$ cat src/rtl/regfile_scoreboard_pkg.sv
// Shared constants for the MIPS register file: default geometry and the zero-register index.
package mips_rf_pkg;
  localparam int unsigned RF_DATA_W   = 16;
  localparam int unsigned RF_ADDR_W   = 3;
  localparam int unsigned RF_ZERO_IDX = 0;
endpackage

$ cat src/rtl/regfile_scoreboard_busy_table.sv
// Per-register busy scoreboard: reserve at issue, clear at writeback, WAW flag and busy population count.
module rf_busy_table
  import mips_rf_pkg::*;
#(
  parameter int unsigned ADDR_W   = RF_ADDR_W,
  parameter logic        ZERO_REG = 1'b1
) (
  input  logic                      clk,
  input  logic                      rst,
  input  logic                      wr_en,
  input  logic [ADDR_W-1:0]         wr_addr,
  input  logic                      rsv_en,
  input  logic [ADDR_W-1:0]         rsv_addr,
  output logic [(1<<ADDR_W)-1:0]    busy_vec,
  output logic                      waw_hazard,
  output logic [ADDR_W:0]           busy_count
);
  localparam int unsigned DEPTH = 1 << ADDR_W;

  logic [DEPTH-1:0] r_busy;
  logic [DEPTH-1:0] w_busy_nxt;
  logic [ADDR_W:0]  r_count;
  logic             w_wr_ok;
  logic             w_rsv_ok;
  logic             w_inc;
  logic             w_dec;

  assign w_wr_ok  = wr_en  & ~(ZERO_REG & (wr_addr  == ADDR_W'(RF_ZERO_IDX)));
  assign w_rsv_ok = rsv_en & ~(ZERO_REG & (rsv_addr == ADDR_W'(RF_ZERO_IDX)));

  // Reserve is applied after clear so a same-address reserve (newer producer) wins.
  always_comb begin
    w_busy_nxt = r_busy;
    if (w_wr_ok)  w_busy_nxt[wr_addr]  = 1'b0;
    if (w_rsv_ok) w_busy_nxt[rsv_addr] = 1'b1;
  end

  // Count deltas mirror the population change of the busy vector exactly.
  assign w_inc = w_rsv_ok & ~r_busy[rsv_addr];
  assign w_dec = w_wr_ok & r_busy[wr_addr] & ~(w_rsv_ok & (rsv_addr == wr_addr));

  always_ff @(posedge clk) begin
    if (rst) begin
      r_busy  <= '0;
      r_count <= '0;
    end else begin
      r_busy <= w_busy_nxt;
      if (w_inc && !w_dec)
        r_count <= r_count + (ADDR_W+1)'(1);
      else if (w_dec && !w_inc)
        r_count <= r_count - (ADDR_W+1)'(1);
    end
  end

  assign busy_vec   = r_busy;
  assign waw_hazard = w_rsv_ok & r_busy[rsv_addr];
  assign busy_count = r_count;
endmodule

$ cat src/rtl/regfile_scoreboard.sv
// Parametrised 2R1W register file with zero register and busy scoreboard.
// Optional same-cycle writeback forwarding: define REGFILE_WRITE_BYPASS_EN.
module regfile_scoreboard
  import mips_rf_pkg::*;
#(
  parameter int unsigned DATA_W   = RF_DATA_W,
  parameter int unsigned ADDR_W   = RF_ADDR_W,
  parameter logic        ZERO_REG = 1'b1
) (
  input  logic              clk,
  input  logic              rst,
  input  logic              RegWrite,
  input  logic [ADDR_W-1:0] write_register,
  input  logic [DATA_W-1:0] write_data,
  input  logic [ADDR_W-1:0] read_register_1,
  output logic [DATA_W-1:0] read_data_1,
  input  logic [ADDR_W-1:0] read_register_2,
  output logic [DATA_W-1:0] read_data_2,
  input  logic              rsv_en,
  input  logic [ADDR_W-1:0] rsv_register,
  output logic              busy_1,
  output logic              busy_2,
  output logic              waw_hazard,
  output logic [ADDR_W:0]   busy_count
);
  localparam int unsigned DEPTH = 1 << ADDR_W;

  logic [DATA_W-1:0] r_mem [DEPTH];
  logic [DEPTH-1:0]  w_busy_vec;
  logic              w_wr_ok;
  logic              w_rd1_zero;
  logic              w_rd2_zero;

  assign w_wr_ok    = RegWrite & ~(ZERO_REG & (write_register == ADDR_W'(RF_ZERO_IDX)));
  assign w_rd1_zero = ZERO_REG & (read_register_1 == ADDR_W'(RF_ZERO_IDX));
  assign w_rd2_zero = ZERO_REG & (read_register_2 == ADDR_W'(RF_ZERO_IDX));

  always_ff @(posedge clk) begin
    if (rst) begin
      for (int unsigned i = 0; i < DEPTH; i++)
        r_mem[i] <= '0;
    end else if (w_wr_ok) begin
      r_mem[write_register] <= write_data;
    end
  end

  rf_busy_table #(
    .ADDR_W   (ADDR_W),
    .ZERO_REG (ZERO_REG)
  ) u_busy (
    .clk        (clk),
    .rst        (rst),
    .wr_en      (RegWrite),
    .wr_addr    (write_register),
    .rsv_en     (rsv_en),
    .rsv_addr   (rsv_register),
    .busy_vec   (w_busy_vec),
    .waw_hazard (waw_hazard),
    .busy_count (busy_count)
  );

  always_comb begin
    read_data_1 = w_rd1_zero ? '0 : r_mem[read_register_1];
    read_data_2 = w_rd2_zero ? '0 : r_mem[read_register_2];
    busy_1      = ~w_rd1_zero & w_busy_vec[read_register_1];
    busy_2      = ~w_rd2_zero & w_busy_vec[read_register_2];
`ifdef REGFILE_WRITE_BYPASS_EN
    if (w_wr_ok && (write_register == read_register_1)) begin
      read_data_1 = write_data;
      busy_1      = 1'b0;
    end
    if (w_wr_ok && (write_register == read_register_2)) begin
      read_data_2 = write_data;
      busy_2      = 1'b0;
    end
`endif
  end
endmodule

$ cat config.mk
export PLATFORM = sky130hd
export DESIGN_NAME = regfile_scoreboard
export DESIGN_NICKNAME = d
export VERILOG_FILES = /design/src/rtl/regfile_scoreboard_pkg.sv /design/src/rtl/regfile_scoreboard_busy_table.sv /design/src/rtl/regfile_scoreboard.sv
export SDC_FILE = /design/constraint.sdc
export NUM_CORES = 1
export LEC_CHECK = 0
export ABC_AREA = 1
export CAP_MARGIN = 20
export CORE_UTILIZATION = 45
export CTS_CLUSTER_SIZE = 16
export DETAILED_ROUTE_END_ITERATION = 8
export PLACE_DENSITY = 0.62
export SLEW_MARGIN = 20
export SYNTH_ARGS = -nofsm -noshare
export SYNTH_HDL_FRONTEND = slang
export SYNTH_SLANG_ARGS = --single-unit
$ cat constraint.sdc
create_clock -name clk -period 2.82 [get_ports clk]
set_clock_uncertainty 0.1 [all_clocks]
set_input_delay 0.282 -clock clk [delete_from_list [all_inputs] [get_ports clk]]
set_output_delay 0.282 -clock clk [all_outputs]
set_load 0.01 [all_outputs]
# Yosys cells after proc, flatten, opt, wreduce, memory -nomap -nowiden
# Memory sizes are Yosys's and may differ from the RTL's.
# Index checks and enable logic that the tools add are counted.
# W data, S select, Z words.
# totals
regBits,12
ramBits,128
out_inout_bits,39
wordCells,68
memories,1
# classes
add_sub_neg,2
magnitude_cmp,6
n_eq_ne,1
muxes,26
bitwise,18
n_reduce_logical,12
# mem_list
memory,words,word_bits,rd,rd_clocked_by_memory_dff,wr,line,rtl
r_mem,8,16,2,0,8,regfile_scoreboard.sv:28,logic [DATA_W-1:0] r_mem [DEPTH];
# ops
op,count
$mux W16,3
$lt A3 B4 Y1 const B,4
$mux W8,2
$reduce_or A16 Y1,1
$bmux W1 S3,4
$logic_not A3 Y1,4
$mux W1,12
$and A1 B1 Y1,9
$and A8 B8 Y8,1
$mux W4,2
$not A8 Y8,1
$or A8 B8 Y8,1
$demux W1 S3,2
$ge A3 B1 Y1 const B,2
$not A1 Y1,6
$add A4 B1 Y4 const B,1
$logic_and A1 B1 Y1,4
$sub A4 B1 Y4 const B,1
$eq A3 B3 Y1,1
$mux W3,1
$logic_not A1 Y1,2
$reduce_bool A2 Y1,1

# Depth between registers and ports, before layout
# depth
word_depth,9
mapped_depth,18

# Hierarchy
# Synthesis repeated with hierarchy kept, for this count alone.
# hier_totals
cells_unflattened,1134
area_unflattened_um2,8544.4
# modules_own_cells
module,instances,cells_per_inst,area_per_inst_um2
regfile_scoreboard,1,1002,7697.4
rf_busy_table,1,132,847.1

# Worst setup path before layout
# OpenSTA, ideal clock, no wires.
# synth_path
kind,input-to-reg
startpoint,input port rsv_register[2]
endpoint,register u_busy.r_count[3] (netlist: u_busy.busy_count[3])
setup_time_ns,0.070
t_arrival_ns,2.096
t_required_ns,2.650
setup_slack_ns,0.555
stages,14
path_buffers,1
cell_sequence,clkbuf_1 nor2_1 a21oi_1 inv_1 nor3_1 ha_1 inv_1 ha_1 or2_2 nand2_1 nand2_1 nand2_1 nand2_1 a21oi_1
# synth_via
elab_chain_len,9
# synth_rtl
item,line,rtl
"start, declared",regfile_scoreboard.sv:20,"input logic [ADDR_W-1:0] rsv_register,"
$logic_not A3 Y1,regfile_scoreboard_busy_table.sv:29,assign w_rsv_ok = rsv_en & ~(ZERO_REG & (rsv_addr == ADDR_W'(RF_ZERO_IDX)));
$not A1 Y1,regfile_scoreboard_busy_table.sv:29,
$and A1 B1 Y1,regfile_scoreboard_busy_table.sv:29,
$and A1 B1 Y1,regfile_scoreboard_busy_table.sv:40,assign w_dec = w_wr_ok & r_busy[wr_addr] & ~(w_rsv_ok & (rsv_addr == wr_addr));
$not A1 Y1,regfile_scoreboard_busy_table.sv:40,
$and A1 B1 Y1,regfile_scoreboard_busy_table.sv:40,
$logic_not A1 Y1,regfile_scoreboard_busy_table.sv:48,if (w_inc && !w_dec)
$logic_and A1 B1 Y1,regfile_scoreboard_busy_table.sv:48,
$mux W4 / $reduce_bool A2 Y1 (equally long branches),-,
"end signal, assigned",regfile_scoreboard_busy_table.sv:49,r_count <= r_count + (ADDR_W+1)'(1);
"end signal, assigned",regfile_scoreboard_busy_table.sv:51,r_count <= r_count - (ADDR_W+1)'(1);
"end, declared",regfile_scoreboard_busy_table.sv:22,logic [ADDR_W:0] r_count;
# Several ways; a longest one is shown, not always the timed one. The select of a mux whose other input is x is not followed.
# A chain may end at the register's enable or synchronous reset.

# Worst setup path after layout
# layout_path
startpoint,input port read_register_2[2]
endpoint,output port read_data_2[6]
# layout_via
elab_chain_len,2
# layout_rtl
item,line,rtl
"start, declared",regfile_scoreboard.sv:17,"input logic [ADDR_W-1:0] read_register_2,"
$mem_v2 Z8 W16 / $logic_not A3 Y1 (equally long branches),-,
$mux W16 (*),regfile_scoreboard.sv:64,read_data_2 = w_rd2_zero ? '0 : r_mem[read_register_2];
"end, declared",regfile_scoreboard.sv:18,"output logic [DATA_W-1:0] read_data_2,"
# Every way passes the cells marked *; elsewhere a longest branch is shown, timed or not.

==> summary.md <==
| Metric | Value |
|---|---|
| RSZ-0062 raised after global routing | false |
| Width of the die | about 140 um |
| Post_cts resized | 0 |
| EDFF count, synth | ~130 |
| Antenna Cells | 0 |
| Setup violators final | 0 |
| Clk root buf | clkbuf_16 |
| Final core occ | 0.5630 |
| Dpl cell area | slightly above 0.009 sq mm |
| Core Region | 0.01736 sq mm |
| Area contributors post-synth | edfxtp_1 48%, nor2_1 9.1%, nand2_1 8.8% |
| Post-CTS setup buffers | 0 |
| Pwr/cell area | between 500 and 600 mW/mm^2 |
| Avg Synthesized Cell Area | slightly above 8 sq um |
| Max VDD drop | 0.4133 mV |
| Beginning of the worst hold path | u_busy.busy_vec[7]$_SDFF_PP0_ |
| Critical Path End Type | primary output |
| Crit path arrival time | 2150 ps |
| Most common cell in the netlist | nor2_1 |
| Die H | about 140 um |
| Total GRT Usage | 0.2639 |
| Syn Std Cell Area | 0.008024 sq mm |
| CTS tree | built |
| Global-route wire length before repair | 35560 um |
| CP required | roughly 2400 ps |
| Total Wirelength | around 23000 um |
| Reg-to-reg endpoint | u_busy.busy_count[3]$_SDFFE_PP0P_ |
| Worst Path Max Fanout | 8 |
| Flop-to-flop setup slack | between 400 and 500 ps |
| Vias in the first global route | roughly 6.5k |
| Mapped Cells | 991 |
| Dpl hpwl | about 14000 um |
| CP delay by family, top | buffers and inverters |
| Critical path buffers and inverters | 3 |
| Share of the synthesized area in the top cell type | 0.4790 |
| Number of storage elements in the synthesis netlist | 140 |
| HP Class | flip-flop to flip-flop |
| Routability cong. | 0.8046 |
| Yosys warnings | 0 |
| Max Fclk | 394.5 MHz |
| Setup_tns | 0 ps |
| CTS max path bufs | 2 |
| CTS HTree Levels | 4 |
| Final ANT Viol Nets | 0 |
| Post-layout minimum cycle time | ~2500 ps |
| DRT Pass-1 Iters | 5 |
| R2r startpoint | u_busy.busy_vec[0]$_SDFF_PP0_ |
| Pleak | 4.235 nW |
| Final Hold Fails | 0 |
| Max incr delay on CP | ~590 ps |
| Async set-reset flop share out of synthesis | 0 |
| Top Ports | a little over 70 |
| Clk sinks | 140 |
| Yosys cell types | 28 |
| Post-route cell area | ~0.0098 sq mm |
| Total CTS buffers | 17 |
| Sink of the worst hold path | u_busy.busy_vec[7]$_SDFF_PP0_ |
| Vias | slightly below 7k |
| # DRC | 0 |
| PortBufs | 70 |
| Area grow syn2layout | 21.78% |
| Starting DRT DRC Count | roughly 500 |
| WHS | roughly 400 ps |
| Largest net degree at the start of global routing | between 60 and 70 |
| Cts hold-fix bufs | 0 |
| Fin crit share | 0.8989 |
| WS Path Type | primary input to primary output |
| Drt via density | 5.316 |
| Max Cap Viol | 0 |
| Final Max Tran Viols | 0 |
| Cells on worst reg2reg path | 16 |
| Rows | 48 |
| Startpoint Class | primary input |
| Initial Util | 0.4623 |
| GR Overflow Total | 0 |
| Crit path cell chain | clkdlybuf4s50_1, nor2_1, nand2_1, buf_4, nand2_1, nor2_1, clkdlybuf4s50_1 |
| Layout Nets | roughly 1.1k |
| Critical Path Slowest Stage Cell | clkdlybuf4s50_1 |
| Post-synthesis sequential area ratio | 0.5090 |
| Fillcell total | between 1.5k and 2k |
| Post-Layout Cell Count | approximately 1.3k |
| Post-synth top area cell | edfxtp_1 |
| Clock transition at path regs | around 60 ps |
| Die area | 0.01837 sq mm |
| Worst hold path depth | 2 |
| Status | finished clean |
| Placed cells | approximately 1.3k |
| Layout cells sized above 1 | 0.07799 |
| Worst-Skew Late Latency | between 400 and 500 ps |
| Commonest cells post-synth | 195 x nor2_1, 188 x nand2_1, 128 x edfxtp_1, 102 x inv_1, 77 x o21ai_0 |
| Main synth FF type | edfxtp_1 |
| Routed len/inst | about 17 um |
| Initial antenna violation count | 0 |
-- layout by cell type (no fill, tap or decap), drive strengths merged --
master	count
or2	1
conb	16
dfxtp	12
fa	1
bufinv	5
clkbuf	19
ha	3
clkinv	5
buf	42
xnor2	3
nor3	9
clkdlybuf4s50	66
a21oi	71
nand4	2
inv	104
nand3	45
xor2	2
clkinvlp	2
o21ai	77
edfxtp	128
o211ai	68
nand2	196
and3	1
nor2	199
-- power by group --
part / switching [W] / internal [W]
clock network: 0.000841 / 0.00156
logic: 0.000556 / 0.000380
registers: 0.0000577 / 0.00240
-- layout make-up --
type | count | area, sq um | share of cell area
multi-input combinational | 694 | 3269 | 0.3346
sequential | 140 | 4084 | 0.4179
clock inverter | 13 | 196.4 | 0.02010
clock buffer | 19 | 432.9 | 0.04430
timing repair buffer | 108 | 1121 | 0.1147
inverter | 103 | 386.6 | 0.03956
tap | 225 | 281.5 | 0.02881
-- sequential cells by signal (all words and copies together) (netlist names) --
register	cells
u_busy.busy_count	4
r_mem	128
u_busy.busy_vec	8
-- how the worst max path moves through the flow --
| stage | cells after the start | endpoint | slack, ps | start |
|---|---|---|---|---|
| after detailed placement | 15 | u_busy.busy_count[3]$_SDFFE_PP0P_ | 20 | write_register[1] |
| after CTS | 7 | read_data_2[11] | 280 | read_register_2[2] |
| after global placement | 14 | u_busy.busy_count[3]$_SDFFE_PP0P_ | 40 | rsv_register[2] |
| after floorplan | 14 | u_busy.busy_count[3]$_SDFFE_PP0P_ | 550 | rsv_register[2] |
| after global routing | 7 | read_data_2[11] | 180 | read_register_2[2] |
| final | 7 | read_data_2[6] | 290 | read_register_2[2] |
-- per-stage QoR --
stage	power, W	setup WS [ps]
detailed placement	0.003437	16.59
global placement	0.003428	42.95
floorplan	0.003024	554.5
global route	0.006022	178.1
finish	0.005795	285.1
CTS	0.005820	276.7
-- layer usage --
metal	share of wire	GRT usage	up-vias
met5	0	0	-
li1	-	-	3450
met2	0.50	0.4678	238
met4	0.020	0.09863	0
met3	0.057	0.04115	41
met1	0.42	0.3222	3193
-- worst register-to-register path, cell delays in order, from the launching register on --
cell and delay [ps]:
dfxtp_1 400, inv_1 90, o21ai_0 150, nand2_1 70, nand2_1 70, nand2_1 50
nand2_1 70, nand3_1 70, ha_1 210, inv_1 110, ha_1 260, or2_2 310
nand2_1 70, nand2_1 50, nand2_1 50, nand2_1 40, a21oi_1 110
-- cell families (layout without fill, tap and decap cells) --
| group | count (synthesis) | after routing | synth area share |
|---|---|---|---|
| and+or+nand+nor | 453 | 453 | 0.2314 |
| AOI/OAI and AO/OA | 216 | 216 | 0.1559 |
| buffers and inverters | 172 | 243 | 0.09060 |
| DFF | 140 | 140 | 0.5090 |
| xor gates and xnor gates | 5 | 5 | 0.005459 |
| adders and majority gates | 4 | 4 | 0.007174 |
| other | 1 | 16 | 0.0004674 |
No activity file was read; power rests on OpenSTA's default activity.
==> edit 1 (same settings) <==
`RF_ADDR_W`: 3 -> 2.
--- a/src/rtl/regfile_scoreboard_pkg.sv
+++ b/src/rtl/regfile_scoreboard_pkg.sv
@@ -1,7 +1,7 @@
 // Shared constants for the MIPS register file: default geometry and the zero-register index.
 package mips_rf_pkg;
   localparam int unsigned RF_DATA_W   = 16;
-  localparam int unsigned RF_ADDR_W   = 3;
+  localparam int unsigned RF_ADDR_W   = 2;
   localparam int unsigned RF_ZERO_IDX = 0;
 endpackage
 
Interface: changed (5 resized); port bits go from 71 to 66. The function was not compared with the original's and may differ.
==> edit 1 against the original RTL <==
Area after synthesis shrank 49%. Combinational power shrank 43%. Total power shrank 55%. Sequential share of layout area shrank 1.5 points. Design area shrank 48%. Routed wire length shrank 56%. Sequential cell count shrank 69. Critical endpoint is now read_data_2[13]. Die area shrank 48%. The run now ends with DRC left. Clock power shrank 66%. Worst setup slack lost 0.10 ns. Count of clock-buffer cells in the layout shrank 10. Critical path depth shrank 2. Non-clock buffer count shrank 30. Critical path type unchanged.
==> edit 1: results (changes against the original RTL) <==
[global_route]
groute.usage.overall_pct = 22.25  ; -4.1 points
grt_start_max_net_pins = 29  ; -52%
grt_first_pass_wirelength_mm = 16.48  ; -54%
first_global_vias = 3228  ; -51%

[power]
leakagePower_nw = 2.252  ; -47%
power_per_cell_area_nw_per_um2 = 514.3  ; -13%
ir_worst_vdd_mv = 0.2942  ; -29%

[final_layout]
n_fill_cell = 819  ; -50%
fraction_of_layout_cells_with_a_size_suffix_above_1_pct = 12.15  ; +4.3 points
nets = 593  ; -46%

[critical_path]
slowest_delay_ns = 0.74  ; +0.15 ns
crit_arrival_ns = 2.26  ; +0.11 ns
timing.critical_path.fanout_max = 17  ; +9

[synth]
netlist-cell-type-count = 29  ; +3.6%
seq_area_frac_synth_pct = 49.95  ; -0.94 points

[route]
drt_wl_total_mm = 9.883  ; -56%
drc_errors = 5  ; +5
route.vias.total = 3329  ; -52%
number_of_iterations_in_the_first_detailed_routing_pass = 7  ; +2
drt_iter0_markers = 184  ; -64%

[placement]
place.gp.congestion = 0.8871  ; +10%
port-buffer-count = 65  ; -7.1%
placed_cells = 660  ; -48%

[run_status]
failed_checks = DRC
run_status = complete, but fails checks

[clock_tree]
cts_inserted_buffers = 9  ; -8
clkSlewWorstSetupHoldPaths_ns = 0.09  ; +0.03 ns

edit 1: changes by cell type in the layout (fill, tap and decap cells not counted), moves of 10 or more:
cell                        change
sky130_fd_sc_hd__buf_4         -17
sky130_fd_sc_hd__o211ai_1      -33
sky130_fd_sc_hd__a21oi_1       -37
sky130_fd_sc_hd__inv_1         -22
sky130_fd_sc_hd__buf_12        -10
sky130_fd_sc_hd__nand2_1       -63
sky130_fd_sc_hd__edfxtp_1      -64
sky130_fd_sc_hd__o21ai_0       -73
sky130_fd_sc_hd__nor2_1       -177
sky130_fd_sc_hd__clkbuf_16     -17
sky130_fd_sc_hd__nor2_2        +20
edit 1: final timing paths:
kind	startpoint	endpoint	slack, ns	depth (start not counted)
hold reg to reg	u_busy.busy_vec[0]	u_busy.busy_vec[0]	0.37	2
setup / recovery	read_register_2[1]	read_data_2[13]	0.18	5
hold / removal	u_busy.busy_vec[0]	u_busy.busy_vec[0]	0.37	2
setup reg to reg	u_busy.busy_vec[2]	u_busy.busy_count[2]	0.97	11
edit 1: cells by family after synthesis:
group / count (synthesis) / synth area share [%]
XOR/XNOR: 1 / 0.2122
adder cells (fa/ha/maj): 2 / 0.7881
flip-flops: 71 / 49.95
other: 1 / 0.09085
AND/OR/NAND/NOR: 224 / 25.49
buffers and inverters: 112 / 12.00
AO/OA/AOI/OAI: 76 / 11.46
edit 1: worst register-to-register path, stage by stage, from the launching register on:
cell	delay (ns)
sky130_fd_sc_hd__dfxtp_1	0.37
sky130_fd_sc_hd__nand3_1	0.10
sky130_fd_sc_hd__o211ai_1	0.11
sky130_fd_sc_hd__nor2_1	0.11
sky130_fd_sc_hd__ha_1	0.19
sky130_fd_sc_hd__inv_1	0.07
sky130_fd_sc_hd__fa_1	0.38
sky130_fd_sc_hd__nand2_1	0.10
sky130_fd_sc_hd__nand3_1	0.07
sky130_fd_sc_hd__nand2_1	0.06
sky130_fd_sc_hd__inv_1	0.03
sky130_fd_sc_hd__nor2_1	0.09
edit 1: cell type report:
type / instances / area [um2] / share of cell area (%)
sequential: 71 / 2062 / 40.25
inverter: 84 / 321.6 / 6.277
timing repair buffer: 78 / 773.2 / 15.10
clock buffer: 9 / 123.9 / 2.418
tap: 108 / 135.1 / 2.638
clock inverter: 7 / 80.08 / 1.563
multi-input combinational: 319 / 1627 / 31.75
edit 1: routing by layer:
metal / share of wire (%) / wire [um] / vias up / GRT usage, %
met5: 0 / 0 / - / 0
met1: 50 / 4947 / 1470 / 33.57
met3: 6.4 / 634 / 15 / 4.510
met4: 1.5 / 150 / 0 / 7.459
li1: - / - / 1726 / -
met2: 42 / 4150 / 118 / 31.81
edit 1: repair_timing:
| action | 4_1_cts | 5_1_grt |
|---|---|---|
| hold buffers | 0 | 0 |
| setup endpoints to repair | 0 | 17 |
| resized for setup | 0 | 1 |
==> edit 2 (same settings) <==
Made on the original files. Register the output `busy_count`, cleared by the reset; this adds one clock of latency there. The other outputs are not delayed to match.
--- a/src/rtl/regfile_scoreboard.sv
+++ b/src/rtl/regfile_scoreboard.sv
@@ -24,6 +24,8 @@
   output logic [ADDR_W:0]   busy_count
 );
   localparam int unsigned DEPTH = 1 << ADDR_W;
+
+  logic [ADDR_W:0] busy_count_d;
 
   logic [DATA_W-1:0] r_mem [DEPTH];
   logic [DEPTH-1:0]  w_busy_vec;
@@ -56,7 +58,7 @@
     .rsv_addr   (rsv_register),
     .busy_vec   (w_busy_vec),
     .waw_hazard (waw_hazard),
-    .busy_count (busy_count)
+    .busy_count (busy_count_d)
   );
 
   always_comb begin
@@ -75,5 +77,13 @@
     end
 `endif
   end
+  always_ff @(posedge clk) begin
+    if (rst) begin
+      busy_count <= '0;
+    end else begin
+      busy_count <= busy_count_d;
+    end
+  end
+
 endmodule
 
Formal check against the unedited RTL: not equivalent (Yosys sat finds a counterexample within 4 cycles, from zero or initial values and one cycle with rst high).
==> edit 2 against the original RTL <==
Final cell count grew 1.5%. Sequential power increased by 2%. Routed wire length grew 1.5%. Sequential cell count is 4 higher. Area after synthesis up 1.2%. Total power is 2.8% lower. Worst setup slack improved by 0.018 ns. Utilization up 0.10 points. Critical path depth shrank 2. Via count up 2.0%. Design area increased by 0.87%. Critical endpoint is now read_data_1[13]. Largest power group unchanged. Highest routed layer unchanged.
==> edit 2: results (changes against the original RTL) <==
[power]
ir_worst_vdd_mv = 0.4461  ; +7.9%
leakagePower_nw = 4.313  ; +1.8%
intPower_mw = 4.172  ; -3.9%

[global_route]
groute.usage.overall_pct = 26.06  ; -0.33 points
grt_first_pass_wirelength_mm = 35.65  ; +0.27%
first_global_vias = 6513  ; -0.47%
grt_start_max_net_pins = 70  ; +15%

[clock_tree]
ctsResizeCount = 0  ; unchanged

[run_status]
run_status = finished clean

[placement]
placed_cells = 1290  ; +1.6%
detailed_place.area_um2 = 9273  ; +1.4%
place.gp.congestion = 0.8245  ; +2.5%
placement.setup.worst_slack_ns = 0.01385  ; -0.002737 ns
place.detailed.hpwl_mm = 14.82  ; +4.7%

[synth]
netlist-cell-type-count = 29  ; +3.6%
yosys-top-cells-count = sky130_fd_sc_hd__nor2_1 (196), sky130_fd_sc_hd__nand2_1 (190), sky130_fd_sc_hd__edfxtp_1 (128)
seq_area_frac_synth_pct = 51.28  ; +0.38 points

[route]
viasPerCell = 5.343  ; +0.49%
wl_per_cell_um = 17.28  ; about the same
drt_iter0_markers = 637  ; +26%
drt_wl_total_mm = 22.84  ; +1.5%
number_of_iterations_in_the_first_detailed_routing_pass = 6  ; +1

[final_layout]
nets = 1120  ; +1.8%
fraction_of_layout_cells_with_a_size_suffix_above_1_pct = 8.751  ; +0.95 points

[critical_path]
crit_arrival_ns = 2.13  ; -0.02 ns
slowest_delay_ns = 0.62  ; +0.03 ns
reg2reg_slack_ns = 0.57  ; +0.08 ns

[edit 2: changes by cell type after synthesis, moves of 2 or more]
cell                       unedited run  this run
sky130_fd_sc_hd__buf_1                4         7
sky130_fd_sc_hd__o21ai_0             77        75
sky130_fd_sc_hd__a21oi_1             71        74
sky130_fd_sc_hd__buf_2               20        16
sky130_fd_sc_hd__dfxtp_1             12        16
sky130_fd_sc_hd__inv_1              102       105
sky130_fd_sc_hd__nor2_2               3         0
sky130_fd_sc_hd__clkbuf_1            37        39
sky130_fd_sc_hd__nand2_1            188       190
[edit 2: area by class of cell]
class	count	area (um2)
clock buffers	25	541.8
multi-input cells	696	3276
inverters	106	397.9
flip-flops and latches	144	4164
well taps	225	281.5
clock inverters	7	42.54
fillers	1637	7620
repair buffers	119	1154
[edit 2: routing by layer]
metal / vias to the layer above / part of all wire (%) / track usage (%)
li1: 3486 / - / -
met1: 3295 / 43 / 35.12
met2: 255 / 48 / 42.50
met3: 27 / 6.5 / 3.915
met4: 0 / 1.8 / 9.321
met5: - / 0 / 0
[edit 2: worst reg2reg max path, cell delays in order (launching register included)]
cell,delay (ns)
sky130_fd_sc_hd__dfxtp_1,0.40
sky130_fd_sc_hd__inv_1,0.08
sky130_fd_sc_hd__o21ai_0,0.15
sky130_fd_sc_hd__nand2_1,0.07
sky130_fd_sc_hd__nand2_1,0.06
sky130_fd_sc_hd__nand2_1,0.04
sky130_fd_sc_hd__nand2_1,0.06
sky130_fd_sc_hd__nand3_1,0.08
sky130_fd_sc_hd__ha_1,0.22
sky130_fd_sc_hd__inv_1,0.07
sky130_fd_sc_hd__ha_1,0.24
sky130_fd_sc_hd__or2_2,0.31
sky130_fd_sc_hd__nand2_1,0.07
sky130_fd_sc_hd__nand2_1,0.05
sky130_fd_sc_hd__nand2_1,0.05
sky130_fd_sc_hd__nand2_1,0.04
sky130_fd_sc_hd__a21oi_1,0.10
[edit 2: cell families after synthesis]
| kind of cell | share of synthesized area [%] |
|---|---|
| fa+ha+maj | 0.7088 |
| buf+inv | 9.076 |
| compound gates | 15.62 |
| xor+xnor | 0.4315 |
| other cells | 0.04618 |
| flops | 51.28 |
| simple gates | 22.84 |
[edit 2: final timing paths]
kind         cells past startpoint                   end                  from
max                              5       read_data_1[13]    read_register_1[2]
max reg2reg                     16  u_busy.busy_count[3]    u_busy.busy_vec[4]
min reg2reg                      2         busy_count[2]  u_busy.busy_count[2]
min                              2         busy_count[2]  u_busy.busy_count[2]
[edit 2: power groups by stage]
stage / registers [mW] / clock network (mW) / logic, mW
floorplan: 2.55 / 0 / 0.535
global placement: 2.56 / 0 / 0.919
detailed placement: 2.56 / 0 / 0.926
CTS: 2.52 / 2.22 / 0.929
global route: 2.53 / 2.31 / 1.03
finish: 2.52 / 2.19 / 0.928
